### config.mk
export PLATFORM = sky130hd
export DESIGN_NAME = instr_encoder
export DESIGN_NICKNAME = d
export VERILOG_FILES = /design/src/rtl/ctrl_pkg.sv /design/src/rtl/instr_enc_fifo.sv /design/src/rtl/instr_encoder.sv
export SDC_FILE = /design/constraint.sdc
export NUM_CORES = 1
export LEC_CHECK = 0
export CORE_UTILIZATION = 49
export CTS_BUF_LIST = sky130_fd_sc_hd__clkbuf_4
export DETAILED_ROUTE_END_ITERATION = 7
export PLACE_DENSITY_LB_ADDON = 0.15
export SETUP_SLACK_MARGIN = 0.15
export SYNTH_ARGS = -nofsm -noshare
export SYNTH_HDL_FRONTEND = slang
export SYNTH_SLANG_ARGS = --single-unit
### constraint.sdc
create_clock -name clk -period 5.05 [get_ports clk]
set_input_delay 1.01 -clock clk [delete_from_list [all_inputs] [get_ports clk]]
set_output_delay 1.01 -clock clk [all_outputs]
set_load 0.1 [all_outputs]
### src/rtl/ctrl_pkg.sv
// Control-word field layout, instruction code constants and the control-word -> {opcode, aluop} encoder.
// Shared with the control decoder so both sides agree on the same eight encodings.
package ctrl_pkg;

  typedef struct packed {
    logic [1:0] jmp_sel;
    logic       write_register;
    logic       mem_write;
    logic [1:0] reg_write;
    logic [1:0] vcsub;
    logic [2:0] alu_op;
    logic [1:0] selector_opb;
    logic       selector_rs2;
    logic [1:0] branch_sel;
  } ctrl_word_t;

  typedef struct packed {
    logic       legal;
    logic [4:0] opcode;
    logic [2:0] aluop;
  } enc_t;

  typedef enum logic {ST_RUN, ST_TRAP} enc_state_t;

  localparam logic [4:0] OP_RTYPE = 5'b00000;
  localparam logic [4:0] OP_ADDI  = 5'b01000;
  localparam logic [4:0] OP_SUBI  = 5'b01001;

  localparam logic [2:0] ALU_ADD = 3'b000;
  localparam logic [2:0] ALU_SUB = 3'b001;
  localparam logic [2:0] ALU_MUL = 3'b010;
  localparam logic [2:0] ALU_SLL = 3'b100;
  localparam logic [2:0] ALU_AND = 3'b101;
  localparam logic [2:0] ALU_SRL = 3'b110;

  localparam ctrl_word_t CW_ADD  = 16'h2400;
  localparam ctrl_word_t CW_ADDI = 16'h2408;
  localparam ctrl_word_t CW_SUB  = 16'h2420;
  localparam ctrl_word_t CW_SUBI = 16'h2428;
  localparam ctrl_word_t CW_MUL  = 16'h2440;
  localparam ctrl_word_t CW_SLL  = 16'h2480;
  localparam ctrl_word_t CW_AND  = 16'h24A0;
  localparam ctrl_word_t CW_SRL  = 16'h24C0;

  // Exact-match lookup: any bit pattern outside the eight words is illegal.
  function automatic enc_t encode(input ctrl_word_t cw);
    enc_t e;
    e = '0;
    case (cw)
      CW_ADD:  e = '{1'b1, OP_RTYPE, ALU_ADD};
      CW_ADDI: e = '{1'b1, OP_ADDI,  ALU_ADD};
      CW_SUB:  e = '{1'b1, OP_RTYPE, ALU_SUB};
      CW_SUBI: e = '{1'b1, OP_SUBI,  ALU_SUB};
      CW_MUL:  e = '{1'b1, OP_RTYPE, ALU_MUL};
      CW_SLL:  e = '{1'b1, OP_RTYPE, ALU_SLL};
      CW_AND:  e = '{1'b1, OP_RTYPE, ALU_AND};
      CW_SRL:  e = '{1'b1, OP_RTYPE, ALU_SRL};
      default: e = '0;
    endcase
    return e;
  endfunction

endpackage

### src/rtl/instr_enc_fifo.sv
// Generic synchronous FIFO; head entry is visible combinationally, zero when empty.
// DEPTH must be a power of two so the pointers wrap naturally.
module instr_enc_fifo #(
  parameter int DEPTH = 4,
  parameter int WIDTH = 8
) (
  input  logic             clk,
  input  logic             rst,
  input  logic             wr_en,
  input  logic [WIDTH-1:0] wr_data,
  input  logic             rd_en,
  output logic [WIDTH-1:0] rd_data,
  output logic             full,
  output logic             empty
);

  localparam int AW = (DEPTH > 1) ? $clog2(DEPTH) : 1;
  localparam int CW = $clog2(DEPTH + 1);

  logic [WIDTH-1:0] mem [DEPTH];
  logic [AW-1:0]    wr_ptr_reg;
  logic [AW-1:0]    rd_ptr_reg;
  logic [CW-1:0]    count_reg;
  logic             do_wr;
  logic             do_rd;

  assign full  = (count_reg == CW'(DEPTH));
  assign empty = (count_reg == '0);
  assign do_wr = wr_en && !full;
  assign do_rd = rd_en && !empty;

  always_ff @(posedge clk) begin
    if (rst) begin
      wr_ptr_reg <= '0;
      rd_ptr_reg <= '0;
      count_reg  <= '0;
    end else begin
      if (do_wr) wr_ptr_reg <= wr_ptr_reg + 1'b1;
      if (do_rd) rd_ptr_reg <= rd_ptr_reg + 1'b1;
      case ({do_wr, do_rd})
        2'b10:   count_reg <= count_reg + 1'b1;
        2'b01:   count_reg <= count_reg - 1'b1;
        default: count_reg <= count_reg;
      endcase
    end
  end

  // Storage carries no reset; occupancy alone decides what is valid.
  always_ff @(posedge clk) begin
    if (do_wr) mem[wr_ptr_reg] <= wr_data;
  end

  assign rd_data = empty ? '0 : mem[rd_ptr_reg];

endmodule

### src/rtl/instr_encoder.sv
// Re-encodes control words into {opcode, aluop}, buffers them in a FIFO and counts illegal words.
// Build option ILLEGAL_TRAP_EN: an illegal word stops intake until trap_clear.
module instr_encoder
  import ctrl_pkg::*;
#(
  parameter int DEPTH = 4,
  parameter int ERRW  = 8
) (
  input  logic            clk,
  input  logic            rst,
  input  logic            cw_valid,
  input  logic [15:0]     cw_data,
  output logic            cw_ready,
  output logic            ins_valid,
  output logic [4:0]      ins_opcode,
  output logic [2:0]      ins_aluop,
  input  logic            ins_ready,
  output logic            err_pulse,
  output logic [ERRW-1:0] err_count,
  input  logic            trap_clear,
  output logic            trapped
);

  enc_t            enc;
  logic            run;
  logic            full;
  logic            empty;
  logic            accept;
  logic            illegal;
  logic [7:0]      head;
  logic            err_pulse_reg;
  logic [ERRW-1:0] err_count_reg;

  assign enc      = encode(ctrl_word_t'(cw_data));
  // Intake never looks at ins_ready, so a full FIFO stalls even while popping.
  assign cw_ready = !full && run;
  assign accept   = cw_valid && cw_ready;
  assign illegal  = accept && !enc.legal;

  instr_enc_fifo #(.DEPTH(DEPTH), .WIDTH(8)) u_fifo (
    .clk     (clk),
    .rst     (rst),
    .wr_en   (accept && enc.legal),
    .wr_data ({enc.opcode, enc.aluop}),
    .rd_en   (ins_ready),
    .rd_data (head),
    .full    (full),
    .empty   (empty)
  );

  assign ins_valid  = !empty;
  assign ins_opcode = head[7:3];
  assign ins_aluop  = head[2:0];

  always_ff @(posedge clk) begin
    if (rst) begin
      err_pulse_reg <= 1'b0;
      err_count_reg <= '0;
    end else begin
      err_pulse_reg <= illegal;
      if (illegal && err_count_reg != '1) err_count_reg <= err_count_reg + 1'b1;
    end
  end

  assign err_pulse = err_pulse_reg;
  assign err_count = err_count_reg;

`ifdef ILLEGAL_TRAP_EN
  enc_state_t state_reg;

  always_ff @(posedge clk) begin
    if (rst) begin
      state_reg <= ST_RUN;
    end else begin
      case (state_reg)
        ST_RUN:  if (illegal) state_reg <= ST_TRAP;
        ST_TRAP: if (trap_clear) state_reg <= ST_RUN;
        default: state_reg <= ST_RUN;
      endcase
    end
  end

  assign run     = (state_reg == ST_RUN);
  assign trapped = (state_reg == ST_TRAP);
`else
  logic unused_trap_clear;
  assign unused_trap_clear = trap_clear;
  assign run     = 1'b1;
  assign trapped = 1'b0;
`endif

endmodule

==> results_dict.tcl <==
set metrics [dict create \
    gp_congestion 0.745 \
    synth_top_area_share_pct 33.1 \
    track_usage_pct 20.0 \
    clk_latency_ns 0.34 \
    synth_top_cell_by_area "edfxtp_1" \
    critPathSlowestCell "clkdlybuf4s50_1" \
    worstPathArrival_ns 2.56 \
    drtAntennaViolNets 0 \
    vias_per_cell 5.32 \
    dp_slack_ns 1.44 \
    num_vias 1271 \
    cp-end-kind "output pin" \
    antenna_found_initial 0 \
    io_pins 41 \
    firstDrtPassIters 2 \
    crit_chain "mux4_2 > and2_1 > clkdlybuf4s50_1" \
    clockBufferDepth 2 \
    synth_cell_types 36 \
    hp-class "reg -> reg" \
    place_inst 231 \
    diodes 0 \
    crit_fanout 5 \
    period_minus_slack_ns 3.57 \
    grt-ovfl-total 0 \
    clock-sinks 38 \
    fin_skew_ns 0.0134 \
    core-area_um2 3440 \
    p_clk_share_pct 35.7 \
    worstPathRequired_ns 4.04 \
    path_class "reg -> out" \
    path_clk_slew_ns 0.11 \
    start_kind "flip-flop" \
    setup_viol 0 \
    finalWorstSetupSlack_ns 1.48 \
    p_sw_share_pct 22.7 \
    numCtsBuffers 5 \
    area_growth_pct 24.4 \
    slew_headroom_pct 34.8 \
    htreeDepth 2 \
    yosysWarnings 0 \
    largest_register_ffs 20 \
    ctsHoldBuffers 0 \
    dieArea_um2 3960 \
    vdd_drop_max_v 0.000130 \
    period_share_pct 70.6 \
    status "finished, final reports clean" \
    clock.fmax_ghz 0.280 \
    ys_ff_latch 38 \
    portBuffers 35 \
    grt_setup_unrepaired "no" \
    syn-mean-instance-area_um2 11.6 \
    switching_power_uw 134 \
    slowest_delay_ns 0.95 \
    die_w_um 62.9 \
    p_leak_uw 0.000751 \
    wirelength_um 3400 \
    final_cell_count_no_fill 239 \
    die_h_um 62.9 \
    drc 0 \
    dp_hpwl_um 2550 \
    synthTopCellsByArea "edfxtp_1 33%, dfxtp_1 20%, mux4_2 6.2%" \
    worstMarginPinSlew_ns 0.975 \
    postCtsSetupBuffers 0 \
    avgRoutedWirePerCell_um 14.2 \
    layout.nets 220 \
    drive_above_1_share_pct 10.4 \
    timing.setup.tns_ns 0 \
    internal_power_uw 459 \
    grt_pass1_wl_um 5980 \
    slew_violations 0 \
    num_rows 21 \
    comb_power_share_pct 9.5 \
    cts_tree "yes" \
    seqPwrFrac_pct 54.8 \
    cts_resized 0 \
    drt_iter0_markers 45 \
    start_util_pct 52.8 \
    grt_max_degree 23 \
    hold_viol_final 0 \
    syn_area_um2 1820 \
    syn_inst 156 \
    grt_pass1_vias 1273 \
    nFillCells 300 \
    power_density_nw_per_um2 263 \
    ys_seq_area_share_pct 52.9 \
    ctsRootBufferMaster "clkbuf_4" \
    drv_cap 0 \
]
-- stage by stage --
stage	hold WS (ns)	util [%]	power [uW]	area [um2]
after floorplan	0.462	-	369	1830
final	0.502	65.6	593	2260
after CTS	0.502	65.6	597	2260
after global routing	0.529	65.6	614	2260
after global placement	0.479	63.2	387	2180
after detailed placement	0.487	63.2	388	2180
-- placed cells by master, fill, tap and decap left out, drive strengths merged, types with 3 or more instances in the layout --
cell           instances
or3                    4
inv                    8
nor4                   4
dfxtp                 18
xor2                   3
nand2                  4
nand3                  5
conb                   4
nand2b                 6
a21oi                  7
and2                  10
edfxtp                20
clkdlybuf4s50         35
or4                    4
mux4                   5
clkbuf                 7
nor3                   3
ha                     6
mux2                   3
nor2                  13
-- metal layers --
layer | track usage, % | wire, um | up-vias
met5 | 0 | 0 | -
met4 | 8.72 | 31 | 0
met3 | 6.39 | 150 | 2
met2 | 33.6 | 1770 | 30
met1 | 23.1 | 1440 | 609
li1 | - | - | 630
-- cell type report --
cell class,instances,area (um2),area share [%]
clock buffers,7,52.6,2.33
flip-flops and latches,38,961,42.5
multi-input cells,104,778,34.4
clock inverters,1,30.0,1.33
well taps,46,57.6,2.55
repair buffers,35,350,15.5
inverters,8,30.0,1.33
-- power groups by stage --
stage          clock network (uW)  logic, uW  registers, uW
6_report                      212       56.2            325
5_1_grt                       229       59.6            326
4_1_cts                       215       56.5            325
3_5_place_dp                    0       56.3            332
3_3_place_gp                    0       55.3            332
2_1_floorplan                   0       24.7            344
-- Yosys cell counts --
cell and number:
o2111a_2 1, buf_4 4, or3b_2 2, nor4bb_1 1
o21ai_0 2, a211oi_1 2, edfxtp_1 20, a21oi_1 7
nor2b_1 2, xor2_1 3, o211ai_1 1, and2_1 10
nand2_1 4, mux2i_1 2, nand3_1 5, clkbuf_8 1
nor2_1 13, or3_1 4, nor4_1 4, fa_1 1
and2b_4 1, inv_1 8, o31ai_1 2, nand4_1 2
ha_1 6, dfxtp_1 18, mux2_2 3, mux4_2 5
clkbuf_1 4, nor3_1 3, nand2b_1 6, conb_1 1
xnor2_1 1, or4_1 4, nor3b_1 1, nor4b_1 2
-- cells by family after synthesis --
kind of cell	count (synthesis)	share of synthesized area [%]
compound gates	15	5.23
xor+xnor	4	1.93
fa+ha+maj	7	5.23
buf+inv	17	4.89
flops	38	52.9
mux	10	9.16
other cells	1	0.206
simple gates	64	20.5
-- critical path, delay by kind of cell, from the launching register on --
| family | cells | cell delay [ns] |
|---|---|---|
| muxes | 1 | 0.55 |
| DFF | 1 | 0.54 |
| and+or+nand+nor | 1 | 0.16 |
| buffers and inverters | 1 | 0.95 |
-- path summary, 6_finish.rpt --
| kind | startpoint | to | slack [ns] | cells past startpoint |
|---|---|---|---|---|
| setup / recovery | flip-flop | ins_opcode[3] | 1.48 | 3 |
| hold / removal | u_fifo.count_reg[2]$_SDFFE_PP0P_ | u_fifo.count_reg[2]$_SDFFE_PP0P_ | 0.50 | 2 |
| setup reg to reg | u_fifo.count_reg[0]$_SDFFE_PP0P_ | u_fifo.count_reg[2]$_SDFFE_PP0P_ | 2.41 | 10 |
| hold reg to reg | u_fifo.count_reg[2]$_SDFFE_PP0P_ | u_fifo.count_reg[2]$_SDFFE_PP0P_ | 0.50 | 2 |
(Power assumes the default switching activity.)
